$ cat src/rtl/keypad_scanner_fifo.sv
// Matrix keypad scanner: column drive, per-frame lowest-code detection,
// press/release debounce FSM, and a small FIFO of accepted key codes.
module keypad_scanner_fifo #(
   parameter int N_ROWS     = 4,
   parameter int N_COLS     = 4,
   parameter int SCAN_DIV   = 27000,
   parameter int DEBOUNCE   = 4,
   parameter int FIFO_DEPTH = 4,
   localparam int KW        = $clog2(N_ROWS * N_COLS)
) (
   input  logic              clk,
   input  logic              rst,
   input  logic [N_ROWS-1:0] row_in,
   output logic [N_COLS-1:0] col_out,
   output logic [KW-1:0]     key_code,
   output logic              key_valid,
   input  logic              key_ready,
   output logic              key_held,
   output logic              overflow
);

   localparam int DW = (SCAN_DIV > 1) ? $clog2(SCAN_DIV) : 1;
   localparam int CW = (N_COLS > 1) ? $clog2(N_COLS) : 1;
   localparam int RW = (N_ROWS > 1) ? $clog2(N_ROWS) : 1;
   localparam int NW = $clog2(DEBOUNCE + 1);
   localparam int AW = $clog2(FIFO_DEPTH);

   typedef enum logic [1:0] {
      S_IDLE,
      S_DEBOUNCE,
      S_PRESSED,
      S_RELEASE
   } state_t;

   logic [DW-1:0] div_cnt;
   logic [CW-1:0] col_idx;
   logic          sample_tick;
   logic          frame_end;

   assign sample_tick = (div_cnt == DW'(SCAN_DIV - 1));
   assign frame_end   = sample_tick && (col_idx == CW'(N_COLS - 1));

   // NOTE: sequential state uses non-blocking assignments so every register
   // samples pre-edge values; blocking here would create order-dependent races.
   always_ff @(posedge clk or negedge rst) begin
      if (!rst) begin
         div_cnt <= '0;
         col_idx <= '0;
      end else if (sample_tick) begin
         div_cnt <= '0;
         col_idx <= (col_idx == CW'(N_COLS - 1)) ? '0 : col_idx + CW'(1);
      end else begin
         div_cnt <= div_cnt + DW'(1);
      end
   end

   always_comb begin
      col_out          = '0;
      col_out[col_idx] = 1'b1;
   end

   logic          row_hit;
   logic [RW-1:0] row_sel;
   logic [KW-1:0] sample_code;

   // NOTE: every always_comb output gets a default before any branch;
   // a path that leaves one unassigned would infer a latch.
   always_comb begin
      row_hit = 1'b0;
      row_sel = '0;
      for (int r = N_ROWS - 1; r >= 0; r--) begin
         if (row_in[r]) begin
            row_hit = 1'b1;
            row_sel = RW'(r);
         end
      end
   end

   assign sample_code = KW'(int'(row_sel) * N_COLS + int'(col_idx));

   // Running minimum over the frame; res_* folds in the current column's sample.
   logic          acc_hit;
   logic [KW-1:0] acc_code;
   logic          res_hit;
   logic [KW-1:0] res_code;

   always_comb begin
      res_hit  = acc_hit;
      res_code = acc_code;
      if (row_hit && (!acc_hit || (sample_code < acc_code))) begin
         res_hit  = 1'b1;
         res_code = sample_code;
      end
   end

   always_ff @(posedge clk or negedge rst) begin
      if (!rst) begin
         acc_hit  <= 1'b0;
         acc_code <= '0;
      end else if (frame_end) begin
         acc_hit  <= 1'b0;
         acc_code <= '0;
      end else if (sample_tick) begin
         acc_hit  <= res_hit;
         acc_code <= res_code;
      end
   end

   state_t        state_q, state_d;
   logic [NW-1:0] cnt_q, cnt_d;
   logic [KW-1:0] cand_q, cand_d;
   logic [NW-1:0] cnt_inc;
   logic          match;
   logic          push;

   assign cnt_inc = cnt_q + NW'(1);
   assign match   = res_hit && (res_code == cand_q);

   always_ff @(posedge clk or negedge rst) begin
      if (!rst) begin
         state_q <= S_IDLE;
         cnt_q   <= '0;
         cand_q  <= '0;
      end else begin
         state_q <= state_d;
         cnt_q   <= cnt_d;
         cand_q  <= cand_d;
      end
   end

   always_comb begin
      state_d = state_q;
      cnt_d   = cnt_q;
      cand_d  = cand_q;
      push    = 1'b0;
      if (frame_end) begin
         unique case (state_q)
            S_IDLE: begin
               if (res_hit) begin
                  state_d = S_DEBOUNCE;
                  cand_d  = res_code;
                  cnt_d   = NW'(1);
               end
            end
            S_DEBOUNCE: begin
               if (!res_hit) begin
                  state_d = S_IDLE;
                  cnt_d   = '0;
               end else if (match) begin
                  cnt_d = cnt_inc;
                  if (cnt_inc >= NW'(DEBOUNCE)) begin
                     push    = 1'b1;
                     state_d = S_PRESSED;
                  end
               end else begin
                  cand_d = res_code;
                  cnt_d  = NW'(1);
               end
            end
            S_PRESSED: begin
               if (!match) begin
                  state_d = S_RELEASE;
                  cnt_d   = NW'(1);
               end
            end
            S_RELEASE: begin
               if (match) begin
                  state_d = S_PRESSED;
               end else if (cnt_inc >= NW'(DEBOUNCE)) begin
                  state_d = S_IDLE;
                  cnt_d   = '0;
               end else begin
                  cnt_d = cnt_inc;
               end
            end
            default: state_d = S_IDLE;
         endcase
      end
   end

   assign key_held = (state_q == S_PRESSED) || (state_q == S_RELEASE);

   logic [KW-1:0] mem [FIFO_DEPTH];
   logic [AW-1:0] wr_ptr, rd_ptr;
   logic [AW:0]   count;
   logic          full, pop, push_ok, drop;

   assign full      = (count == (AW + 1)'(FIFO_DEPTH));
   assign key_valid = (count != '0);
   assign pop       = key_valid && key_ready;
   // A full FIFO still takes the push when the head leaves on the same edge.
   assign push_ok   = push && (!full || pop);
   assign drop      = push && full && !pop;
   assign key_code  = key_valid ? mem[rd_ptr] : '0;

   always_ff @(posedge clk or negedge rst) begin
      if (!rst) begin
         wr_ptr   <= '0;
         rd_ptr   <= '0;
         count    <= '0;
         overflow <= 1'b0;
      end else begin
         if (push_ok) wr_ptr <= wr_ptr + AW'(1);
         if (pop)     rd_ptr <= rd_ptr + AW'(1);
         if (push_ok && !pop)      count <= count + (AW + 1)'(1);
         else if (pop && !push_ok) count <= count - (AW + 1)'(1);
         if (drop) overflow <= 1'b1;
      end
   end

   // NOTE: storage is deliberately left unreset; occupancy is tracked by the
   // pointers/count and key_code is masked to zero while the FIFO is empty.
   always_ff @(posedge clk) begin
      if (push_ok) mem[wr_ptr] <= cand_q;
   end

endmodule
$ cat config.mk
export PLATFORM = sky130hd
export DESIGN_NAME = keypad_scanner_fifo
export DESIGN_NICKNAME = d
export VERILOG_FILES = /design/src/rtl/keypad_scanner_fifo.sv
export SDC_FILE = /design/constraint.sdc
export NUM_CORES = 1
export LEC_CHECK = 0
export CAP_MARGIN = 30
export CELL_PAD_IN_SITES_DETAIL_PLACEMENT = 1
export CELL_PAD_IN_SITES_GLOBAL_PLACEMENT = 1
export CORE_MARGIN = 1.5
export CORE_UTILIZATION = 40
export DETAILED_ROUTE_END_ITERATION = 6
export PLACE_DENSITY_LB_ADDON = 0.1
export SLEW_MARGIN = 20
export SYNTH_ARGS = -nofsm -noshare
export SYNTH_HDL_FRONTEND = slang
export SYNTH_SLANG_ARGS = --single-unit
$ cat constraint.sdc
create_clock -name clk -period 3.31 [get_ports clk]
set_clock_uncertainty 0.05 [all_clocks]
set_input_delay 0.331 -clock clk [delete_from_list [all_inputs] [get_ports clk]]
set_output_delay 0.331 -clock clk [all_outputs]
set_load 0.05 [all_outputs]
After elaboration in Yosys (flattened, before gate mapping):

Memories as Yosys holds them, arrays and structs flattened.
Index checks and enable logic that the tools add are counted.

* register bits: 39
* bits in latches: 0
* bits in writable memories: 16
* memory bits (read-only): 0
* input bits: 7
* output and inout bits: 11
* word-level logic and storage cells: 111
* memories kept: 1

Memory list
* mem: depth 4, width 4, read ports 1, clocked after memory_dff 0, wr ports 1, RTL line 183 `logic [KW-1:0] mem [FIFO_DEPTH];`

* $add $sub $neg: 8
* multiply operators: 0
* divide/modulo/power cells: 0
* order comparisons: 4
* equal/unequal tests: 15
* shift-type cells: 0
* mux-type cells: 47
* bitwise gates (word level): 0
* reductions and logical operators: 25

Operators with widths (count)
* 4-bit two-way mux: 7
* 2-bit two-way mux: 12
* 3-bit two-way mux: 8
* 15-bit by 1-bit adder with 15-bit output (second input constant): 1
* 15-bit equality test (second input constant): 1
* 1-bit two-way mux: 15
* 15-bit two-way mux: 1
* 3-bit case mux with 4 select lines: 1
* 1-bit logical AND: 10
* 2-bit != test (second input constant): 5
* 3-bit != test (second input constant): 3
* 2-bit case mux with 4 select lines: 1
* 4-bit case mux with 2 select lines: 1
* 2-bit by 1-bit adder with 2-bit output (second input constant): 3
* 3-bit by 1-bit adder with 3-bit output (second input constant): 2
* 2-bit equality test (second input constant): 3
* 6-bit AND reduction: 1
* 2-bit nonzero test: 3
* 5-bit AND reduction: 1
* 4-bit by 2-bit adder with 4-bit output: 1
* 4-bit equality test: 1
* 1-bit logical NOT: 4
* 4-bit < comparator: 1
* 4-bit AND reduction: 1
* other kinds (10): 12

Depth between registers and ports, before layout:

Gate-level depths: netlist of the first run.

* word-level depth: 20
* gate-level depth with buffers: 15
* depth with buffers taken out: 15

Least setup slack after synthesis of the first run:

OpenSTA, ideal clock, no wires.

* kind: input-to-reg
* start point: input port row_in[2]
* end point: register count[2]
* library setup time: 0.079 ns
* data arrival time: 3.538 ns
* required time: 3.181 ns
* slack: -0.357 ns
* cell stages on the path: 15
* path buffers: 0
* cell sequence: nand2b_1 -> a21oi_1 -> ha_1 -> o211ai_1 -> o21ai_2 -> a21oi_4 -> mux2i_1 -> o2111ai_4 -> nor4_4 -> ha_1 -> inv_1 -> fa_1 -> xor2_1 -> nor2_1 -> xor2_1

* longest elaborated chain between the ends: 18
* elaborated cells between the ends (all ways): 24
* those cells by class: add/sub (1); order compare (1); eq/ne (1); mux (13); reduce/logical (8)

Ends and longest elaborated chain
* start, declared: RTL line 13 `input logic [N_ROWS-1:0] row_in,`
* 2-bit two-way mux (3 in series): RTL line 72 `if (row_in[r]) begin`
* 4-bit by 2-bit adder with 4-bit output: RTL line 79 `assign sample_code = KW'(int'(row_sel) * N_COLS + int'(col_idx));`
* 4-bit < comparator: RTL line 90 `if (row_hit && (!acc_hit || (sample_code < acc_code))) begin`
* 1-bit logical OR: RTL line 90
* 1-bit logical AND: RTL line 90
* 4-bit two-way mux: RTL line 90
* 4-bit equality test: RTL line 117 `assign match = res_hit && (res_code == cand_q);`
* 1-bit logical AND: RTL line 117
* 1-bit two-way mux: RTL line 149 `end else if (match) begin`
* 1-bit two-way mux (*): RTL line 146 `if (!res_hit) begin`
* 1-bit two-way mux (*): RTL line 137 `unique case (state_q)`
* 1-bit two-way mux (*): RTL line 136 `if (frame_end) begin`
* 1-bit logical AND (*): RTL line 192 `assign push_ok = push && (!full || pop);`
* net push_ok: RTL line 186 `logic full, pop, push_ok, drop;`
* 1-bit logical NOT: RTL line 206 `else if (pop && !push_ok) count <= count - (AW + 1)'(1);`
* 1-bit logical AND: RTL line 206
* 2-bit nonzero test (no line)
* end signal, assigned: RTL line 205 `if (push_ok && !pop) count <= count + (AW + 1)'(1);`
* end signal, assigned: RTL line 206
* end, declared: RTL line 185 `logic [AW:0] count;`

The timed path passes the listed nets; every way through them passes the cells marked *.
A chain may end at the register's enable or synchronous reset.

Worst setup path in the final report of the first run:

* start point: register acc_code[1]
* end point: register count[2]

* longest elaborated chain between the ends: 14
* elaborated cells between the ends (all ways): 17
* those cells by class: order compare (1); eq/ne (1); mux (7); reduce/logical (8)

Ends and longest elaborated chain
* start, declared: RTL line 83 `logic [KW-1:0] acc_code;`
* start signal, assigned: RTL line 105 `acc_code <= res_code;`
* 4-bit < comparator: RTL line 90
* 1-bit logical OR: RTL line 90
* 1-bit logical AND: RTL line 90
* 4-bit two-way mux: RTL line 90
* 4-bit equality test: RTL line 117
* 1-bit logical AND: RTL line 117
* 1-bit two-way mux: RTL line 149
* 1-bit two-way mux (*): RTL line 146
* 1-bit two-way mux (*): RTL line 137
* 1-bit two-way mux (*): RTL line 136
* 1-bit logical AND (*): RTL line 192
* net push_ok: RTL line 186
* 1-bit logical NOT: RTL line 206
* 1-bit logical AND: RTL line 206
* 2-bit nonzero test (no line)

Marked as above.

==> summary.md, run 1 <==
| Metric | Value |
|---|---|
| I/O pins | 18 |
| RSZ-0062 raised after global routing | true |
| Max_cap viols | 0 |
| Worst path required time | 3500 ps |
| Critical path capture point type | flip-flop |
| Crit path largest cell delay | 400 ps |
| Worst-Margin Slew | 799 ps |
| Rel. slew slack | 0.460 |
| Final WL | 6650 um |
| Antenna Nets Post-Route | 0 |
| Commonest register cell after synthesis | dfrtp_1 |
| Final slew viol count | 0 |
| CTS Buf Count | 5 |
| Die Width | 89.6 um |
| Fin util | 0.506 |
| Clock buffer depth | 2 |
| Ys async rst share | 0.709 |
| Die H | 89.6 um |
| CTS sink cnt | 55 |
| DRC | 0 |
| Reg-to-reg critical path startpoint | acc_code[1] |
| Synth warn | 0 |
| PortBufs | 17 |
| Dominant cells by area after synthesis | dfrtp_1 (33%), edfxtp_1 (16%), ha_1 (5.8%) |
| Die Area | 8030 um2 |
| Worst slack at placement | -569 ps |
| Synth area leader | dfrtp_1 |
| Top cell family by delay on the critical path | compound AO/OA/AOI/OAI gates |
| Syn Inst Count | 267 |
| Leakage | 1.57 nW |
| Antenna violations before repair | 0 |
| Core ar. | 7250 um2 |
| Std cell rows | 31 |
| Synth Net Count | 289 |
| Via-to-Cell Ratio | 5.17 |
| Synth Cell Area | 3000 um2 |
| Diode count | 0 |
| Root Buffer | clkbuf_8 |
| Worst min path class | in2async |
| Final hold violations | 0 |
| CP Class | reg2reg |
| Global-route wire length before repair | 11,100 um |
| CP Data Arrival Time | 3420 ps |
| Total power | 1.23 mW |
| Via count | 2,142 |
| Depth of the CTS H-tree | 2 |
| Crit-path max FO | 4 |
| Top-area cell type share of the netlist area | 0.325 |
| Buf/Inv on CP | 2 |
| Share of cells above drive strength 1 | 0.222 |
| Critical Path Start Type | flip-flop |
| Worst IR drop on VDD | 0.136 mV |
| Nets | 336 |
| Final setup vio count | 0 |
| Routability Congestion | 0.814 |
| Clock transition at the registers of the reported paths | 100 ps |
| Sequential area share after synthesis | 0.486 |
| Clk_lat worst skew | 310 ps |
| Tmin final | 3230 ps |
| Critical-path cell list | inv_2 -> ha_4 -> o211ai_1 -> o21ai_2 -> a21oi_4 -> mux2i_4 -> o2111ai_4 -> nor4_4 -> ha_2 -> inv_2 -> fa_2 -> xor2_1 -> nor2_1 -> xor2_1 |
| Area Growth Syn to Fin | 22.4% |
| GRT Total Usage | 0.185 |
| 1st-iter DRT viols | 88 |
| Largest net degree at the start of global routing | 40 |
| Setup WS post-layout | 80.3 ps |
| Avg Inst Size Synth | 11.2 um2 |
| Vias in the first global route | 2,198 |
| CP max-delay cell | dfrtp_1 |
| Worst setup path start | acc_code[1] |
| Register bit total from synthesis | 55 |
| DRT Pass-1 Iters | 4 |
| Wirelength per Cell | 16.1 um |
| PD cells | 334 nW/um2 |
| Hpwl dp | 4950 um |
| Post-synth EDFFs | 16 |
| Status | finished clean |
| Fin crit share | 0.976 |
| Yosys cell types | 60 |
| Initial Util | 0.413 |
| Max Clock Freq | 310 MHz |
| GR Overflow Total | 0 |
| CTS tree | done |
cell families (layout without fill, tap and decap cells):
kind of cell,Yosys count,count (layout),share of synthesized area
buffers and inverters,21,69,0.0334
xor gates and xnor gates,21,21,0.0638
muxes,12,12,0.0580
DFF,55,55,0.486
and+or+nand+nor,100,100,0.183
AOI/OAI and AO/OA,43,43,0.111
adders and majority gates,15,15,0.0651
worst reg2reg max path, delay by kind of cell (launching register included):
| family | cells | cell delay, ps |
|---|---|---|
| and+or+nand+nor | 2 | 320 |
| DFF | 1 | 400 |
| buffers and inverters | 2 | 130 |
| adders and majority gates | 3 | 750 |
| muxes | 1 | 330 |
| AOI/OAI and AO/OA | 4 | 880 |
| xor gates and xnor gates | 2 | 300 |
Yosys cell counts (2+ instances only):
| cell type | instances |
|---|---|
| nor2b_1 | 2 |
| a21oi_1 | 6 |
| nor3_1 | 4 |
| nor2_1 | 26 |
| a22o_1 | 2 |
| o211ai_1 | 2 |
| nand4_1 | 3 |
| ha_1 | 14 |
| mux2i_1 | 5 |
| mux2_2 | 3 |
| nand3_1 | 8 |
| a221o_1 | 2 |
| nand4b_1 | 2 |
| mux4_2 | 4 |
| nor4_4 | 2 |
| xor2_1 | 12 |
| o22ai_1 | 2 |
| clkbuf_1 | 4 |
| inv_1 | 14 |
| and3_1 | 2 |
| nand2b_1 | 3 |
| xnor2_1 | 8 |
| or3_1 | 4 |
| edfxtp_1 | 16 |
| nand2_1 | 23 |
| o21ai_0 | 12 |
| nor4b_1 | 2 |
| and2_1 | 10 |
| dfrtp_1 | 39 |
cell type report:
class	count	area (um2)
Clock inverter	2	37.5
Clock buffer	6	72.6
Timing Repair Buffer	47	408
Fill cell	805	3580
Sequential cell	55	1460
Inverter	14	52.6
Multi-Input combinational cell	191	1520
Tap cell	99	124
state kept, by name, indices dropped and copies added (netlist names), 2 cells and up:
signal,count
mem,16
div_cnt,15
acc_code,4
cand_q,4
cnt_q,3
count,3
col_idx,2
rd_ptr,2
state_q,2
wr_ptr,2
worst paths after layout:
check	endpoint	slack (ps)	depth (start not counted)
worst max register to register	count[2]	80	14
min in group clk	div_cnt[0]	440	1
worst max-delay path	count[2]	80	14
max in group asynchronous	div_cnt[6]	2340	3
worst min register to register	div_cnt[0]	440	1
worst min-delay path	cand_q[2]	400	2
layout by cell type, fill, tap and decap left out, types with 3 or more instances in the layout:
cell type / count
buf_4: 27
o21ai_0: 12
clkbuf_8: 5
or3_1: 4
inv_1: 12
edfxtp_1: 16
nor3_1: 3
nand2_1: 23
mux2_2: 3
clkdlybuf4s50_1: 12
xor2_1: 12
ha_1: 12
xnor2_1: 8
nor2_1: 25
and2_1: 10
nand3_1: 8
dfrtp_1: 39
nand4_1: 3
a21oi_1: 4
mux4_2: 4
clkdlybuf4s15_1: 3
mux2i_1: 3
through the flow:
| stage | instance area, um2 | TNS [ps] | std cells | hold WS (ps) |
|---|---|---|---|---|
| after floorplan | 3030 | -36.7 | 267 | -14.6 |
| after global placement | 3450 | -1280 | 398 | 422 |
| after detailed placement | 3450 | -4830 | 398 | 438 |
| after CTS | 3600 | 0 | 411 | 144 |
| after global routing | 3670 | -136 | 414 | 414 |
| final | 3670 | 0 | 414 | 401 |
per-layer routing:
| layer | part of all wire | vias up | global-route usage | routed length [um] |
|---|---|---|---|---|
| li1 | - | 1041 | - | - |
| met1 | 0.48 | 1069 | 0.259 | 3200 |
| met4 | 0.018 | 0 | 0.0531 | 121 |
| met2 | 0.48 | 24 | 0.298 | 3190 |
| met5 | 0 | - | 0 | 0 |
| met3 | 0.022 | 8 | 0.0274 | 147 |
report_power, final:
| group | switching, mW | total [mW] | internal [mW] |
|---|---|---|---|
| registers | 0.000469 | 0.696 | 0.696 |
| clock network | 0.226 | 0.453 | 0.226 |
| logic | 0.0404 | 0.0769 | 0.0365 |
| total | 0.267 | 1.23 | 0.959 |
what timing repair did:
action,in CTS,in global routing
setup buffers,5,1
pin swaps,11,9
endpoints found under the hold margin,0,11
setup endpoints to repair,2,2
hold buffers,0,1
gates resized for setup,9,5
(Power assumes the default switching activity.)
==> inputs of run 2 (changes only) <==
--- a/config.mk
+++ b/config.mk
@@ -8,7 +8,7 @@
 export CAP_MARGIN = 30
 export CELL_PAD_IN_SITES_DETAIL_PLACEMENT = 1
 export CELL_PAD_IN_SITES_GLOBAL_PLACEMENT = 1
-export CORE_MARGIN = 1.5
+export CORE_MARGIN = 5
 export CORE_UTILIZATION = 40
 export DETAILED_ROUTE_END_ITERATION = 6
 export PLACE_DENSITY_LB_ADDON = 0.1
==> constraint.sdc (replaced) <==
create_clock -name clk -period 3.31 [get_ports clk]
set_clock_uncertainty 0.05 [all_clocks]
set_input_delay 0.4965 -clock clk [delete_from_list [all_inputs] [get_ports clk]]
set_output_delay 0.4965 -clock clk [all_outputs]
set_load 0.05 [all_outputs]
==> run 2 against run 1 <==
  * Core utilization is 0.85 points higher
  * Die area is 16% higher
  * Cell count is 0.72% higher
  * Largest power group unchanged
  * Via count is 0.70% higher
  * Wire length is 1.2% higher
  * Register-to-register slack hardly changed
  * Non-clock buffer count is 3 higher
  * Sequential share of layout area is 0.86 points lower
  * Final area is 2.2% higher
  * Total power is 6.0% higher
  * First-iteration DRC count is 74% lower
==> summary.md, run 2 (synthesis gave the netlist of run 1 again) <==
| Metric | Value |
|---|---|
| RSZ-0062 raised after global routing | true |
| Nets | 339 (+0.89%) |
| Leakage | 1.61 nW (+2.4%) |
| GRT Total Usage | 0.159 (-0.0259) |
| Most frequent cells in the layout | dfrtp_1 (39), buf_4 (32), nor2_1 (25) |
| Worst path required time | 3500 ps (about the same) |
| Antenna violations before repair | 0 (unchanged) |
| Max_cap viols | 0 (unchanged) |
| Initial Util | 0.411 (-0.00220) |
| Crit-path max FO | 3 (-1) |
| Largest net degree at the start of global routing | 30 (-25%) |
| Registers with the most flip-flops | mem (16), div_cnt (15) |
| PD cells | 346 nW/um2 (+3.8%) |
| Wirelength per Cell | 16.1 um (+0.50%) |
| Final slew viol count | 0 (unchanged) |
| CTS sink cnt | 55 (unchanged) |
| Worst setup path start | acc_code[1] |
| Final setup vio count | 0 (unchanged) |
| Placed cells | 401 (+0.75%) |
| Max Clock Freq | 311 MHz (+0.33%) |
| Die Area | 9330 um2 (+16%) |
| Share of cells above drive strength 1 | 0.252 (+0.0294) |
| Max FFs per register | 16 (unchanged) |
| Diode count | 0 (unchanged) |
| Worst-Margin Slew | 512 ps (-287 ps) |
| CP Data Arrival Time | 3410 ps (about the same) |
| Worst min path class | in2async |
| GR Overflow Total | 0 (unchanged) |
| Global-route wire length before repair | 11,400 um (+2.3%) |
| Die Width | 96.6 um (+7.8%) |
| Reg-to-reg critical path startpoint | acc_code[1] |
| Commonest non-fill, non-tap cell in the layout | dfrtp_1 |
| I/O pins | 18 (unchanged) |
| Hpwl dp | 5120 um (+3.5%) |
| Reg area | 1460 um2 (unchanged) |
| Area Growth Syn to Fin | 25.2% |
| PortBufs | 17 (unchanged) |
| Multi-input logic area | 1570 um2 (+3.2%) |
| Std cell rows | 31 (unchanged) |
| CTS tree | done |
| Antenna Nets Post-Route | 0 (unchanged) |
| Depth of the CTS H-tree | 2 (unchanged) |
| Worst IR drop on VDD | 0.149 mV (+9.4%) |
| Clock transition at the registers of the reported paths | 100 ps (about the same) |
| Rel. slew slack | 0.658 (+0.198) |
| Clock buffer depth | 2 (unchanged) |
| Fin crit share | 0.973 (-0.00320) |
| Setup TNS | 0 ps (unchanged) |
| CTS Buf Count | 5 (unchanged) |
| Core ar. | 7290 um2 (+0.53%) |
| DRT Pass-1 Iters | 4 (unchanged) |
| Die H | 96.6 um (+7.8%) |
| Via-to-Cell Ratio | 5.17 (about the same) |
| Tmin final | 3220 ps (-10.6 ps) |
| 1st-iter DRT viols | 23 (-74%) |
| Critical path capture point type | flip-flop |
| Critical Path Start Type | flip-flop |
| Top reg by flops | mem |
| Final WL | 6730 um (+1.2%) |
| Final instance count without filler cells | 417 (+0.72%) |
| Final hold violations | 0 (unchanged) |
| Clk_lat worst skew | 310 ps (about the same) |
| Vias in the first global route | 2,370 (+7.8%) |
| DRC | 0 (unchanged) |
| Routability Congestion | 0.759 (-6.8%) |
| Root Buffer | clkbuf_8 |
| Via count | 2,157 (+0.70%) |
| FILL cells | 828 (+2.9%) |
| CP Class | reg2reg |
| Status | finished clean |
## run 2: cell count changes in the layout (fill, tap and decap cells not counted), moves of 2 or more
| cell | delta |
|---|---|
| ha_4 | +2 |
| clkdlybuf4s15_1 | -3 |
| buf_4 | +5 |
| ha_1 | -2 |
| buf_2 | +2 |
## run 2: per-layer routing
layer | track usage | wire (um)
met5 | 0 | 0
met4 | 0.0374 | 62
met3 | 0.0263 | 170
met2 | 0.278 | 3370
met1 | 0.206 | 3130
## run 2: path summary, 6_finish.rpt
check                      slack, ps   endpoint  depth (start not counted)
setup reg to reg                  90   count[2]                         14
hold / removal                     9  rd_ptr[0]                          1
setup / recovery                  90   count[2]                         14
min in group clk                 450   count[2]                          1
hold reg to reg                  450   count[2]                          1
max in group asynchronous       2740   count[0]                          2
## run 2: final cells by class
type	instances	area share
tap	99	0.0330
inverter	14	0.0140
multi-input combinational	191	0.418
clock inverter	2	0.0160
clock buffer	6	0.0193
timing repair buffer	50	0.111
sequential	55	0.388
## run 2: worst max-delay path, stage by stage, from the launching register on
cell,delay (ps)
dfrtp_1,400
inv_2,80
ha_4,190
o211ai_1,300
o21ai_2,140
a21oi_4,250
mux2i_4,320
o2111ai_4,150
nor4_4,230
ha_2,250
inv_2,40
fa_2,330
xor2_1,150
nor2_1,130
xor2_1,150
## run 2: per-stage QoR
step | total power [mW] | setup WS (ps) | cell area (um2) | utilization | hold WS, ps
2_1_floorplan | 0.741 | -202 | 3030 | - | 151
3_5_place_dp | 0.785 | -692 | 3480 | 0.478 | 363
6_report | 1.30 | 90.9 | 3750 | 0.515 | 8.71
5_1_grt | 1.35 | -78.4 | 3750 | 0.515 | 14.9
3_3_place_gp | 0.780 | -512 | 3460 | 0.475 | 422
4_1_cts | 1.31 | 0.529 | 3650 | 0.500 | 18.0
## run 2: what timing repair did
item	CTS	global route
buffers inserted	3	5
hold endpoints to repair	0	0
pin swaps	14	10
hold buffers	0	0
cloned	0	0
gates resized for setup	23	9
endpoints found under the setup margin	4	2
## run 2: report_power, final
group | internal, mW | switching (mW)
Sequential | 0.696 | 0.000502
Combinational | 0.0380 | 0.0435
Clock | 0.302 | 0.220
Total | 1.04 | 0.264
==> inputs of run 3 (changes only) <==
--- a/config.mk
+++ b/config.mk
@@ -10,6 +10,7 @@
 export CELL_PAD_IN_SITES_GLOBAL_PLACEMENT = 1
 export CORE_MARGIN = 5
 export CORE_UTILIZATION = 40
+export CTS_CLUSTER_DIAMETER = 150
 export DETAILED_ROUTE_END_ITERATION = 6
 export PLACE_DENSITY_LB_ADDON = 0.1
 export SLEW_MARGIN = 20
==> results of run 3 <==
No change in the layout: final DEF, timing and power equal those of run 2.
